--- src/rtl/bin2bcd_seq_pkg.sv ---
// ---------------------------------------------------------------------------
// bin2bcd_seq_pkg
// Shared calculator definitions for the sequential binary-to-BCD converter.
//   CALC_WIDTH  : binary operand width (32 is the only supported value)
//   CALC_DIGITS : number of packed BCD digits produced (10)
//   CNT_W       : width of the shift counter, wide enough to hold CALC_WIDTH
//   state_e     : converter FSM states
//   bcd_digit_t : a single 4-bit BCD digit
//   add3        : double-dabble digit correction
// ---------------------------------------------------------------------------
package bin2bcd_seq_pkg;

  localparam int CALC_WIDTH  = 32;
  localparam int CALC_DIGITS = 10;
  localparam int CNT_W       = $clog2(CALC_WIDTH + 1);

  typedef enum logic [1:0] {
    IDLE  = 2'd0,
    SHIFT = 2'd1,
    DONE  = 2'd2
  } state_e;

  typedef logic [3:0] bcd_digit_t;

  // A digit of 5 or more would overflow past 9 once doubled by the next shift,
  // so it is pre-biased by 3 to carry correctly into the next decimal place.
  function automatic bcd_digit_t add3(input bcd_digit_t d);
    return (d >= 4'd5) ? bcd_digit_t'(d + 4'd3) : d;
  endfunction

endpackage

--- src/rtl/bin2bcd_seq_complement32.sv ---
// ---------------------------------------------------------------------------
// complement32
// Two's complement negation of a 32-bit value.
//   a_i : value to negate
//   y_o : -a_i modulo 2^32 (0x80000000 maps to itself)
// ---------------------------------------------------------------------------
module complement32 (
  input  logic [31:0] a_i,
  output logic [31:0] y_o
);

  assign y_o = ~a_i + 32'd1;

endmodule

--- src/rtl/bin2bcd_seq.sv ---
// ---------------------------------------------------------------------------
// bin2bcd_seq
// Sequential signed/unsigned binary to packed BCD converter using the
// shift-add-3 (double dabble) algorithm, one input bit per clock.
//   clk       : system clock, rising edge
//   rst_n     : asynchronous active-low reset
//   in_valid  : in_data / in_signed valid
//   in_ready  : converter idle and able to accept
//   in_data   : binary value to convert
//   in_signed : 1 = interpret in_data as two's complement
//   out_valid : conversion result available
//   out_ready : consumer takes the result
//   out_neg   : result is negative
//   out_bcd   : packed BCD, digit 0 in [3:0], most significant digit on top
// ---------------------------------------------------------------------------
module bin2bcd_seq
  import bin2bcd_seq_pkg::*;
#(
  parameter int WIDTH  = CALC_WIDTH,
  parameter int DIGITS = CALC_DIGITS
) (
  input  logic                  clk,
  input  logic                  rst_n,
  input  logic                  in_valid,
  output logic                  in_ready,
  input  logic [WIDTH-1:0]      in_data,
  input  logic                  in_signed,
  output logic                  out_valid,
  input  logic                  out_ready,
  output logic                  out_neg,
  output logic [4*DIGITS-1:0]   out_bcd
);

  state_e               state_q, state_d;
  logic [WIDTH-1:0]     mag_q, mag_d;
  logic [4*DIGITS-1:0]  bcd_q, bcd_d;
  logic [CNT_W-1:0]     cnt_q, cnt_d;
  logic                 neg_q, neg_d;

  logic [WIDTH-1:0]     negData;
  logic [4*DIGITS-1:0]  bcdAdj;
  logic                 acceptNeg;

  // Negation reuses the shared complement block; the most negative input
  // comes back unchanged and is then treated as an unsigned magnitude.
  complement32 u_complement32 (
    .a_i (in_data),
    .y_o (negData)
  );

  assign acceptNeg = in_signed & in_data[WIDTH-1];

  // Per-digit add-3 correction applied before every shift.
  always_comb begin
    bcdAdj = '0;
    for (int i = 0; i < DIGITS; i++) begin
      bcdAdj[i*4 +: 4] = add3(bcd_q[i*4 +: 4]);
    end
  end

  always_comb begin
    state_d = state_q;
    mag_d   = mag_q;
    bcd_d   = bcd_q;
    cnt_d   = cnt_q;
    neg_d   = neg_q;
    unique case (state_q)
      IDLE: begin
        if (in_valid) begin
          neg_d   = acceptNeg;
          mag_d   = acceptNeg ? negData : in_data;
          bcd_d   = '0;
          cnt_d   = CNT_W'(WIDTH);
          state_d = SHIFT;
        end
      end
      SHIFT: begin
        // {bcd, mag} shifts left as one long register; the MSB of the
        // magnitude enters digit 0.
        bcd_d = {bcdAdj[4*DIGITS-2:0], mag_q[WIDTH-1]};
        mag_d = {mag_q[WIDTH-2:0], 1'b0};
        cnt_d = cnt_q - CNT_W'(1);
        if (cnt_q == CNT_W'(1)) begin
          state_d = DONE;
        end
      end
      DONE: begin
        // No bypass: in_ready only rises once IDLE is reached.
        if (out_ready) begin
          state_d = IDLE;
        end
      end
      default: begin
        state_d = IDLE;
      end
    endcase
  end

  always_ff @(posedge clk or negedge rst_n) begin
    if (!rst_n) begin
      state_q <= IDLE;
      mag_q   <= '0;
      bcd_q   <= '0;
      cnt_q   <= '0;
      neg_q   <= 1'b0;
    end else begin
      state_q <= state_d;
      mag_q   <= mag_d;
      bcd_q   <= bcd_d;
      cnt_q   <= cnt_d;
      neg_q   <= neg_d;
    end
  end

  assign in_ready  = (state_q == IDLE);
  assign out_valid = (state_q == DONE);
  assign out_neg   = neg_q;
  assign out_bcd   = bcd_q;

endmodule

--- config.mk ---
export PLATFORM = sky130hd
export DESIGN_NAME = bin2bcd_seq
export DESIGN_NICKNAME = d
export VERILOG_FILES = /design/src/rtl/bin2bcd_seq_pkg.sv /design/src/rtl/bin2bcd_seq_complement32.sv /design/src/rtl/bin2bcd_seq.sv
export SDC_FILE = /design/constraint.sdc
export NUM_CORES = 1
export LEC_CHECK = 0
export ABC_CLOCK_PERIOD_IN_PS = 2000
export CAP_MARGIN = 25
export CORE_AREA = 5 5 167 105
export CTS_CLUSTER_SIZE = 30
export DETAILED_ROUTE_END_ITERATION = 7
export DIE_AREA = 0 0 172 110
export PLACE_DENSITY = 0.5
export SYNTH_ARGS = -nofsm -noshare
export SYNTH_HDL_FRONTEND = slang
export SYNTH_SLANG_ARGS = --single-unit
--- constraint.sdc ---
create_clock -name clk -period 2 [get_ports clk]
set_input_delay 0.3 -clock clk [delete_from_list [all_inputs] [get_ports clk]]
set_output_delay 0.3 -clock clk [all_outputs]
set_load 0.01 [all_outputs]
* Word level (Yosys, flattened, before mapping)
Index checks and enable logic that the tools add are counted.
** Word-level totals
- Input port bits :: 37
- Logic and storage cells :: 61
- Output and inout bits :: 43
- Register bits :: 81
** Cells by class
- Bitwise operators :: 2
- Add/sub/neg operators :: 12
- $lt $le $gt $ge :: 10
- Mux-type cells :: 21
- Reduce and logical (&&, ||, !) cells :: 5
- Equality and inequality tests :: 6
** Operators with widths (number)
- $pmux W40 S2 :: 1
- $mux W32 :: 2
- $pmux W32 S2 :: 1
- $ge A4 B3 Y1 const B :: 10
- $mux W40 :: 1
- $add A4 B2 Y4 const B :: 9
- $mux W4 :: 9
- $add A32 B1 Y32 const B :: 1
- $not A32 Y32 :: 1
- $pmux W6 S2 :: 1
- $eq A6 B1 Y1 const B :: 1
- $mux W2 :: 3
- $mux W6 :: 1
- $pmux W2 S3 :: 1
- $sub A6 B1 Y6 const B :: 1
- $ne A2 B2 Y1 const B :: 2
- $reduce_and A2 Y1 :: 2
- $add A3 B2 Y3 const B :: 1
- $mux W3 :: 1
- $reduce_and A3 Y1 :: 1
- $eq A2 B1 Y1 const B :: 1
- $eq A2 B2 Y1 const B :: 1
- $logic_not A2 Y1 :: 1
- $ne A2 B1 Y1 const B :: 1
- other kinds (2) :: 2

* Longest topological paths before layout
Gate-level depths: netlist of the first run.
- Depth in word-level cells :: 5
- Gate-level depth with buffers :: 7
- Gate-level depth less buffers :: 7

* Cells and area by module
From an unflattened synthesis of the first run, not the netlist that was laid out.
** Second synthesis, totals
- Cell total of the unflattened synthesis :: 538
- Area total of the unflattened synthesis :: 5177.5 um2
** By module, submodules not included
- bin2bcd_seq :: area an instance 4540.6 um2, seq. area each 2026.9 um2, instances 1, cells each 455
- complement32 :: area an instance 636.9 um2, seq. area each 0.0 um2, instances 1, cells each 83

* Worst setup path after synthesis of the first run
No wires, ideal clock.
- Path type :: input -> register
- From :: input in_data[0]
- To :: register mag_q[22]
- Stages on the path :: 7
- Setup time :: 0.134 ns
- Data required time :: 1.866 ns
- Arrival :: 1.569 ns
- Slack :: 0.298 ns
- Buffers on the path :: 0
- Cells stage by stage :: inv_1 ha_1 nor3b_2 nand4_2 nor4_2 mux2i_1 o211ai_2
** On the way
- Longest elaborated chain between the ends :: 5
** Ends and longest elaborated chain
- start: declaration :: RTL line bin2bcd_seq.sv:26 : input logic [WIDTH-1:0] in_data,
- $not A32 Y32 :: RTL line bin2bcd_seq_complement32.sv:12 : assign y_o = ~a_i + 32'd1;
- $add A32 B1 Y32 :: RTL line bin2bcd_seq_complement32.sv:12
- $mux W32 :: RTL line bin2bcd_seq.sv:71 : mag_d = acceptNeg ? negData : in_data;
- $mux W32 :: RTL line bin2bcd_seq.sv:69 : if (in_valid) begin
- $pmux W32 S2 :: RTL line bin2bcd_seq.sv:67 : unique case (state_q)
- end signal: assignment :: RTL line bin2bcd_seq.sv:108 : mag_q <= mag_d;
- end: declaration :: RTL line bin2bcd_seq.sv:35 : logic [WIDTH-1:0] mag_q, mag_d;
Every way passes these cells. The select of a mux whose other input is x is not followed.
A chain may end at the register's enable or synchronous reset.

* Worst setup path in the final report of the first run
- From :: register state_q[1]
- To :: output in_ready
** On the way
- Longest elaborated chain between the ends :: 1
** Ends and longest elaborated chain
- start: declaration :: RTL line bin2bcd_seq.sv:34 : state_e state_q, state_d;
- start signal: assignment :: RTL line bin2bcd_seq.sv:107 : state_q <= state_d;
- $logic_not A2 Y1 :: RTL line bin2bcd_seq.sv:115 : assign in_ready = (state_q == IDLE);
- end: declaration :: RTL line bin2bcd_seq.sv:25 : output logic in_ready,
Every way passes these cells.

==> flow_metrics.env, run 1 <==
export IMPL_outcome="finished, final reports clean"
export IMPL_post_cts_repair_setup_buffers=0
export IMPL_detailroute_via_count=4075
export IMPL_number_of_synthesized_flops_with_an_enable_pin=0
export IMPL_p_per_area_nw_per_um2=1450
export IMPL_worst_ir_drop_vdd_v=0.000543
export IMPL_setup_violations_final=0
export IMPL_basic_gate_share_of_the_synthesized_area_counting_and_or_nand_and_nor_cells_pct=12.0
export IMPL_cts_num_sinks=81
export IMPL_synth_seq_area_share_pct=43.7
export IMPL_post_synth_mux_area_share_pct=1.08
export IMPL_timing_final_crit_share_pct=94.2
export IMPL_antenna_found_initial=0
export IMPL_holdWs_ns=0.304
export IMPL_layout_common_cells="81 x dfrtp_1, 76 x clkdlybuf4s50_1, 52 x o21ai_0"
export IMPL_synth_top_family_by_area="compound AO/OA/AOI/OAI gates"
export IMPL_layout_nets=653
export IMPL_synthDistinctLibCells=47
export IMPL_clock_latency_ns=0.34
export IMPL_drt_initial_drc_count=260
export IMPL_maxClockFrequency_mhz=531
export IMPL_antenna_cells=0
export IMPL_die_outline_area_um2=18900
export IMPL_post_route_cells_drive_above_1_share_pct=14.4
export IMPL_clock_tree_root_cell="clkbuf_16"
export IMPL_synthesis_nets=534
export IMPL_die_y_um=110
export IMPL_leakage_power_nw=2.66
export IMPL_number_of_global_route_vias_before_repair=4165
export IMPL_synth_cells=474
export IMPL_dp_cells=789
export IMPL_critical_path_cell_chain="nor2_1, clkdlybuf4s50_1"
export IMPL_clock_tree_htree_level_count=3
export IMPL_cts_inserted_buffers=9
export IMPL_synth_ff_type="dfrtp_1"
export IMPL_finalMaxSlewViolations=0
export IMPL_slew_limit_headroom_pct=61.9
export IMPL_grt_overflow_total=0
export IMPL_pin_count=80
export IMPL_grt_max_degree=47
export IMPL_avgRoutedWirePerCell_um=15.9
export IMPL_grt_first_pass_wirelength_um=21500
export IMPL_critical_path_class="register to primary output"
export IMPL_place_detailed_hpwl_um=8900
export IMPL_synthesis_area_um2=4640
export IMPL_layout_cells_most_common="dfrtp_1"
export IMPL_finalHoldViolCount=0
export IMPL_gp_routability_congestion=0.787
export IMPL_critical_path_peak_fanout=4
export IMPL_report_power_total_w=0.00939
export IMPL_area_fraction_in_compound_gates_after_synthesis_pct=25.1
export IMPL_slowest_delay_ns=0.60
export IMPL_utilization_pct=40.8
export IMPL_max_cap_violations=0
export IMPL_cp_start_kind="register"
export IMPL_period_needed_ns=1.88
export IMPL_tritoncts="done"
export IMPL_floorplan_initialDensity_pct=29.2
export IMPL_drt_antenna_violating_nets=0
export IMPL_clock_path_buffers=2
export IMPL_synth_xor_area_share_pct=7.93
export IMPL_drc_errors_left=0
export IMPL_port_buffers=79
export IMPL_synth_avg_cell_area_um2=9.78
export IMPL_num_rows=36
export IMPL_yosys_area_share_adder_pct=6.21
export IMPL_timing_critical_path_to_type="primary output"
export IMPL_fp_dieW_um=172
export IMPL_clock_skew_final_ns=0.00682
export IMPL_worst_slew_pin_transition_ns=0.569
export IMPL_pre_cts_slack_ns=-0.291
export IMPL_async_flop_share_pct=100
export IMPL_synthesis_yosys_warnings=0
export IMPL_dr_pass1_iters=5
export IMPL_core_area_um2=15900
export IMPL_worstPathRequired_ns=1.70
export IMPL_critical_path_top_delay_family="buffers and inverters"
export IMPL_rsz0062_at_grt="false"
export IMPL_grt_use_total_pct=14.1
export IMPL_arrival_time_worst_endpoint_ns=1.58
export IMPL_path_buf_inv=1
export IMPL_synth_ff_latch_count=81
export IMPL_viasPerCell=5.05
export IMPL_cts_clk_slew_worst_paths_ns=0.06
export IMPL_postLayoutSetupSlackWorst_ns=0.116
export IMPL_layoutNonFillerInstCount=807
export IMPL_critical_path_slowest_cell="clkdlybuf4s50_1"
export IMPL_layout_area_overhead_vs_synth_pct=39.6
export IMPL_routed_wl_um=12800
export IMPL_hold_class="primary input to async pin"
==> per-stage QoR <==
step,instance area (um2),TNS [ns]
4_1_cts,6400,0
5_1_grt,6470,0
3_5_place_dp,6080,-4.08
2_1_floorplan,4640,0
6_report,6470,0
3_3_place_gp,6080,-2.89
==> final cells by class <==
class	count	area [um2]
Sequential cell	81	2030
Fill cell	1566	9380
Tap cell	209	262
Clock inverter	5	80.1
Timing Repair Buffer	132	1300
Inverter	25	93.8
Multi-Input combinational cell	344	2480
Clock buffer	11	233
==> cells by family after synthesis <==
kind of cell,count (synthesis)
XOR/XNOR,42
AO/OA/AOI/OAI,173
multiplexers,5
adder cells (fa/ha/maj),23
AND/OR/NAND/NOR,101
flip-flops,81
buffers and inverters,49
==> worst paths after layout <==
path                                        startpoint                 endpoint  slack, ns  depth (start not counted)
worst max-delay path            state_q[1]$_DFFE_PN0P_                 in_ready       0.12                          2
worst min-delay path                             rst_n  out_bcd[27]$_DFFE_PN0P_       0.30                          2
worst max register to register  state_q[1]$_DFFE_PN0P_    mag_q[14]$_DFFE_PN0P_       0.33                          5
worst min register to register     out_neg$_DFFE_PN0P_      out_neg$_DFFE_PN0P_       0.48                          2
max in group asynchronous                        rst_n    mag_q[23]$_DFFE_PN0P_       1.06                          3
min in group clk                            in_data[0]     mag_q[0]$_DFFE_PN0P_       0.34                          3
==> routing by layer <==
metal,GRT usage (%),vias to the layer above,wire length [um]
met2,21.0,81,5380
met3,3.39,10,612
met1,20.6,1991,6680
li1,-,1993,-
met4,3.14,0,122
met5,0,-,0
==> where the power goes <==
part           total, W  switching (W)  leakage (nW)  internal (W)
clock           0.00177       0.000680         0.146       0.00109
combinational   0.00452        0.00232          1.49       0.00220
sequential      0.00309       0.000687          1.02       0.00240
total           0.00939        0.00368          2.66       0.00570
==> state kept, by name, indices dropped and copies added (netlist names) <==
signal	flops
out_bcd	40
mag_q	32
cnt_q	6
state_q	2
out_neg	1
==> Yosys cell counts (4+ instances only) <==
| library cell | count | share of area (%) |
|---|---|---|
| a21oi_1 | 22 | 2.4 |
| a22oi_1 | 30 | 4.9 |
| a32o_1 | 10 | 2.2 |
| clkbuf_1 | 21 | 1.7 |
| dfrtp_1 | 81 | 44 |
| ha_1 | 23 | 6.2 |
| inv_1 | 25 | 2.0 |
| mux2i_1 | 5 | 1.1 |
| nand2_1 | 31 | 2.5 |
| nand2b_1 | 11 | 1.5 |
| nand3_1 | 5 | 0.54 |
| nor2_1 | 24 | 1.9 |
| nor3_1 | 5 | 0.54 |
| nor4_2 | 4 | 1.1 |
| o211ai_1 | 5 | 0.81 |
| o21ai_0 | 52 | 5.6 |
| o21ai_1 | 4 | 0.43 |
| o22ai_1 | 10 | 1.3 |
| o31ai_1 | 17 | 2.8 |
| o32ai_1 | 9 | 1.7 |
| xnor2_1 | 15 | 2.8 |
| xor2_1 | 27 | 5.1 |
==> what timing repair did <==
item / 4_1_cts / 5_1_grt
setup endpoints to repair: 0 / 6
hold buffers: 1 / 0
endpoints found under the hold margin: 46 / 0
gates resized for setup: 0 / 7
Power figures use the tool's default switching activity.
==> run 2, diff against run 1 <==
Settings changed: CTS_CLUSTER_DIAMETER from default to 30, RECOVER_POWER from default to 25.
==> flow_metrics.env, run 2 (same netlist as run 1, synthesis figures left out) <==
export IMPL_pin_count=80
export IMPL_post_route_cells_drive_above_1_share_pct=14.2
export IMPL_port_buffers=79
export IMPL_final_setup_tns_ns=0
export IMPL_antenna_found_initial=0
export IMPL_finalMaxSlewViolations=0
export IMPL_antenna_cells=0
export IMPL_core_area_um2=15900
export IMPL_cp_start_kind="register"
export IMPL_critical_path_class="register to primary output"
export IMPL_cts_clk_slew_worst_paths_ns=0.06
export IMPL_layout_nets=653
export IMPL_routed_wl_um=12800
export IMPL_layout_cells_most_common="dfrtp_1"
export IMPL_critical_path_slowest_cell="clkdlybuf4s50_1"
export IMPL_path_buf_inv=1
export IMPL_clock_latency_ns=0.34
export IMPL_period_needed_ns=1.88
export IMPL_die_y_um=110
export IMPL_drt_initial_drc_count=231
export IMPL_timing_final_crit_share_pct=94.2
export IMPL_avgRoutedWirePerCell_um=15.8
export IMPL_critical_path_peak_fanout=4
export IMPL_arrival_time_worst_endpoint_ns=1.58
export IMPL_grt_first_pass_wirelength_um=21500
export IMPL_number_of_global_route_vias_before_repair=4165
export IMPL_timing_critical_path_to_type="primary output"
export IMPL_grt_max_degree=47
export IMPL_grt_overflow_total=0
export IMPL_critical_path_cell_chain="nor2_1, clkdlybuf4s50_1"
export IMPL_grt_use_total_pct=14.1
export IMPL_pre_cts_slack_ns=-0.291
export IMPL_rsz0062_at_grt="false"
export IMPL_hold_class="primary input to async pin"
export IMPL_holdWs_ns=0.341
export IMPL_slew_limit_headroom_pct=43.5
export IMPL_die_outline_area_um2=18900
export IMPL_critical_path_top_delay_family="buffers and inverters"
export IMPL_num_rows=36
export IMPL_finalHoldViolCount=0
export IMPL_largest_reg_flops=40
export IMPL_postLayoutSetupSlackWorst_ns=0.115
export IMPL_setup_violations_final=0
export IMPL_worst_ir_drop_vdd_v=0.000545
export IMPL_fp_dieW_um=172
export IMPL_detailroute_via_count=4078
export IMPL_dr_pass1_iters=4
export IMPL_max_cap_violations=0
export IMPL_drt_antenna_violating_nets=0
export IMPL_post_cts_repair_setup_buffers=0
export IMPL_slowest_delay_ns=0.60
export IMPL_place_detailed_hpwl_um=8900
export IMPL_cts_inserted_buffers=9
export IMPL_maxClockFrequency_mhz=531
export IMPL_worstPathRequired_ns=1.70
export IMPL_cts_num_sinks=81
export IMPL_drc_errors_left=0
export IMPL_outcome="finished, final reports clean"
export IMPL_viasPerCell=5.05
export IMPL_clock_tree_root_cell="clkbuf_16"
export IMPL_tritoncts="done"
export IMPL_layout_common_cells="81 x dfrtp_1, 76 x clkdlybuf4s50_1, 52 x o21ai_0"
export IMPL_p_per_area_nw_per_um2=1450
export IMPL_clock_path_buffers=2
export IMPL_floorplan_initialDensity_pct=29.2
export IMPL_gp_routability_congestion=0.787
export IMPL_clock_tree_htree_level_count=3
export IMPL_leakage_power_nw=2.65
export IMPL_layout_area_overhead_vs_synth_pct=39.2
export IMPL_worst_slew_pin_transition_ns=0.847
export IMPL_clock_skew_final_ns=0.00658
==> run 2: cell types whose count changed in the layout (fill, tap and decap cells not counted) <==
cell      before  now
clkbuf_1       2    3
buf_12         7    6
buf_4         45   43
clkbuf_4       0    1
clkbuf_2       0    1
==> run 2: worst paths after layout <==
check,from,endpoint,slack [ns],cells past startpoint
worst max-delay path,state_q[1]$_DFFE_PN0P_,in_ready,0.12,2
worst min-delay path,rst_n,out_bcd[27]$_DFFE_PN0P_,0.34,2
worst max register to register,state_q[1]$_DFFE_PN0P_,mag_q[14]$_DFFE_PN0P_,0.32,5
worst min register to register,out_neg$_DFFE_PN0P_,out_neg$_DFFE_PN0P_,0.48,2
max in group asynchronous,rst_n,mag_q[17]$_DFFE_PN0P_,0.55,3
min in group clk,in_data[0],mag_q[0]$_DFFE_PN0P_,0.34,3
==> run 2: repair_timing <==
action                                  CTS  global route
endpoints found under the setup margin    0             6
hold endpoints to repair                 46             0
gates resized for setup                   0             7
hold buffers                              1             0
==> run 2: through the flow <==
| step | cell area [um2] | total power, W | util [%] | cells |
|---|---|---|---|---|
| after floorplan | 4640 | 0.00575 | - | 474 |
| after global placement | 6080 | 0.00752 | 38.3 | 789 |
| after detailed placement | 6080 | 0.00766 | 38.3 | 789 |
| after CTS | 6400 | 0.00951 | 40.4 | 806 |
| after global routing | 6450 | 0.0102 | 40.7 | 807 |
| final | 6450 | 0.00939 | 40.7 | 807 |
==> run 2: layer usage <==
layer | up-vias | GRT usage, % | wire length [um]
met5 | - | 0 | 0
met4 | 0 | 3.14 | 104
met3 | 10 | 3.39 | 553
met2 | 72 | 21.0 | 5420
met1 | 2004 | 20.6 | 6700
li1 | 1992 | - | -
==> run 2: worst reg2reg max path: cells and delay by family, from the launching register on <==
kind	cells	cell delay, ns
AOI/OAI and AO/OA	2	0.28
and+or+nand+nor	3	0.88
DFF	1	0.44
==> run 2: final cells by class <==
cell class                 instances  area [um2]
tap                              209         262
timing repair buffer             132        1280
inverter                          25        93.8
sequential                        81        2030
multi-input combinational        344        2480
clock inverter                     5        80.1
clock buffer                      11         233
fill                            1568        9400
==> run 2: report_power, final <==
part           switching, W  internal, W
combinational       0.00232      0.00220
clock              0.000681      0.00109
sequential         0.000687      0.00240
total               0.00369      0.00570
==> run 3, diff against run 2 <==
Settings changed: ABC_CLOCK_PERIOD_IN_PS 2000 to 2200, CAP_MARGIN 25 to 10.
Clock period 2 ns to 2.2 ns, I/O delays scaled along.
==> flow_metrics.env, run 3 (same netlist as run 1, synthesis figures left out) <==
export IMPL_layout_common_cells="81 x dfrtp_1, 78 x clkdlybuf4s50_1, 52 x o21ai_0"
export IMPL_rsz0062_at_grt="false"
export IMPL_core_area_um2=15900
export IMPL_dr_pass1_iters=5
export IMPL_leakage_power_nw=2.60
export IMPL_port_buffers=79
export IMPL_grt_overflow_total=0
export IMPL_max_cap_violations=0
export IMPL_cp_start_kind="primary input"
export IMPL_arrival_time_worst_endpoint_ns=2.14
export IMPL_floorplan_initialDensity_pct=29.2
export IMPL_grt_use_total_pct=13.6
export IMPL_cts_clk_slew_worst_paths_ns=0.06
export IMPL_clock_tree_root_cell="clkbuf_16"
export IMPL_cts_resized=0
export IMPL_period_needed_ns=1.93
export IMPL_postLayoutSetupSlackWorst_ns=0.265
export IMPL_holdWs_ns=0.484
export IMPL_worstSetupEndpoint="mag_q[22]$_DFFE_PN0P_"
export IMPL_clock_skew_final_ns=0.00472
export IMPL_place_detailed_hpwl_um=9010
export IMPL_fillers=1590
export IMPL_layout_cells_most_common="dfrtp_1"
export IMPL_number_of_global_route_vias_before_repair=4032
export IMPL_drt_initial_drc_count=223
export IMPL_finalHoldViolCount=0
export IMPL_critical_path_peak_fanout=9
export IMPL_maxClockFrequency_mhz=517
export IMPL_worst_slew_pin_transition_ns=1.25
export IMPL_outcome="finished, final reports clean"
export IMPL_utilization_pct=40.1
export IMPL_ff2ff_path_depth=6
export IMPL_grt_max_degree=42
export IMPL_tritoncts="done"
export IMPL_detailroute_via_count=4031
export IMPL_finalMaxSlewViolations=0
export IMPL_hold_class="register to register"
export IMPL_die_outline_area_um2=18900
export IMPL_clock_latency_ns=0.34
export IMPL_post_route_cells_drive_above_1_share_pct=13.9
export IMPL_antenna_cells=0
export IMPL_grt_first_pass_wirelength_um=20800
export IMPL_highest_routed_metal_layer="met4"
export IMPL_avgRoutedWirePerCell_um=15.8
export IMPL_layout_nets=651
export IMPL_drc_errors_left=0
export IMPL_setup_violations_final=0
export IMPL_cts_inserted_buffers=9
export IMPL_layoutNonFillerInstCount=804
export IMPL_amount_of_wire_on_met2_after_detailed_routing_um=5400
export IMPL_dr_wl_met3_um=630
export IMPL_slew_limit_headroom_pct=16.4
export IMPL_critical_path_class="primary input to register"
export IMPL_crit_start="in_data[0]"
export IMPL_pre_cts_slack_ns=-0.113
export IMPL_layout_area_overhead_vs_synth_pct=37.2
export IMPL_pin_count=80
export IMPL_antenna_found_initial=0
export IMPL_viasPerCell=5.01
export IMPL_timing_rr_end="mag_q[21]$_DFFE_PN0P_"
export IMPL_worst_ir_drop_vdd_v=0.000548
export IMPL_worstPathRequired_ns=2.41
export IMPL_p_per_area_nw_per_um2=1340
export IMPL_routed_wl_um=12700
export IMPL_final_setup_tns_ns=0
export IMPL_dp_cells=788
export IMPL_die_y_um=110
export IMPL_fp_dieW_um=172
export IMPL_regToRegStartpoint="state_q[1]$_DFFE_PN0P_"
export IMPL_drt_antenna_violating_nets=0
export IMPL_clock_path_buffers=2
export IMPL_timing_final_crit_share_pct=88.0
export IMPL_largest_reg_flops=40
export IMPL_ff2ff_setup_slack_ns=0.40
export IMPL_wl_met1_um=6540
export IMPL_clock_tree_htree_level_count=3
export IMPL_gp_routability_congestion=0.807
export IMPL_num_rows=36
export IMPL_timing_critical_path_to_type="register"
export IMPL_cts_num_sinks=81
run 3: repair_timing:
item                      4_1_cts  5_1_grt
hold endpoints to repair       19        0
hold buffers                    1        0
setup buffers                   0        0
run 3: metrics by stage:
step | power (W) | instance area, um2
after floorplan | 0.00523 | 4640
after global placement | 0.00679 | 6050
after detailed placement | 0.00692 | 6050
after CTS | 0.00862 | 6380
after global routing | 0.00921 | 6360
final | 0.00851 | 6360
run 3: worst min-delay path by stage:
stage	from	end	depth (start not counted)	slack, ns
after floorplan	rst_n	cnt_q[0]$_DFFE_PN0P_	0	0.03
after global placement	rst_n	out_bcd[27]$_DFFE_PN0P_	1	0.25
after detailed placement	rst_n	out_bcd[24]$_DFFE_PN0P_	1	0.25
after CTS	rst_n	out_bcd[24]$_DFFE_PN0P_	2	0.42
after global routing	cnt_q[5]$_DFFE_PN0P_	cnt_q[5]$_DFFE_PN0P_	1	0.51
final	out_neg$_DFFE_PN0P_	out_neg$_DFFE_PN0P_	2	0.48
run 3: per-layer routing:
layer  vias to the layer above  global-route usage [%]
met2                        81                    20.2
met4                         0                    3.08
met5                         -                       0
li1                       1987                       -
met3                        13                    4.06
met1                      1950                    19.7
run 3: worst max-delay path: stages:
cell	delay, ns
clkdlybuf4s50_1	0.45
inv_1	0.09
ha_1	0.16
nor3b_2	0.24
nand4_2	0.16
buf_12	0.18
nor4_2	0.17
mux2i_1	0.25
o211ai_2	0.09
run 3: layout make-up:
type | instances | area, um2 | area share, %
clock inverters | 5 | 80.1 | 1.26
multi-input cells | 344 | 2440 | 38.3
repair buffers | 130 | 1220 | 19.2
inverters | 25 | 93.8 | 1.47
flip-flops and latches | 81 | 2030 | 31.9
clock buffers | 10 | 239 | 3.76
well taps | 209 | 262 | 4.11
run 3: power by group:
part / internal [W] / total [W] / switching, W
logic: 0.00196 / 0.00407 / 0.00211
registers: 0.00219 / 0.00280 / 0.000614
clock network: 0.00102 / 0.00164 / 0.000619
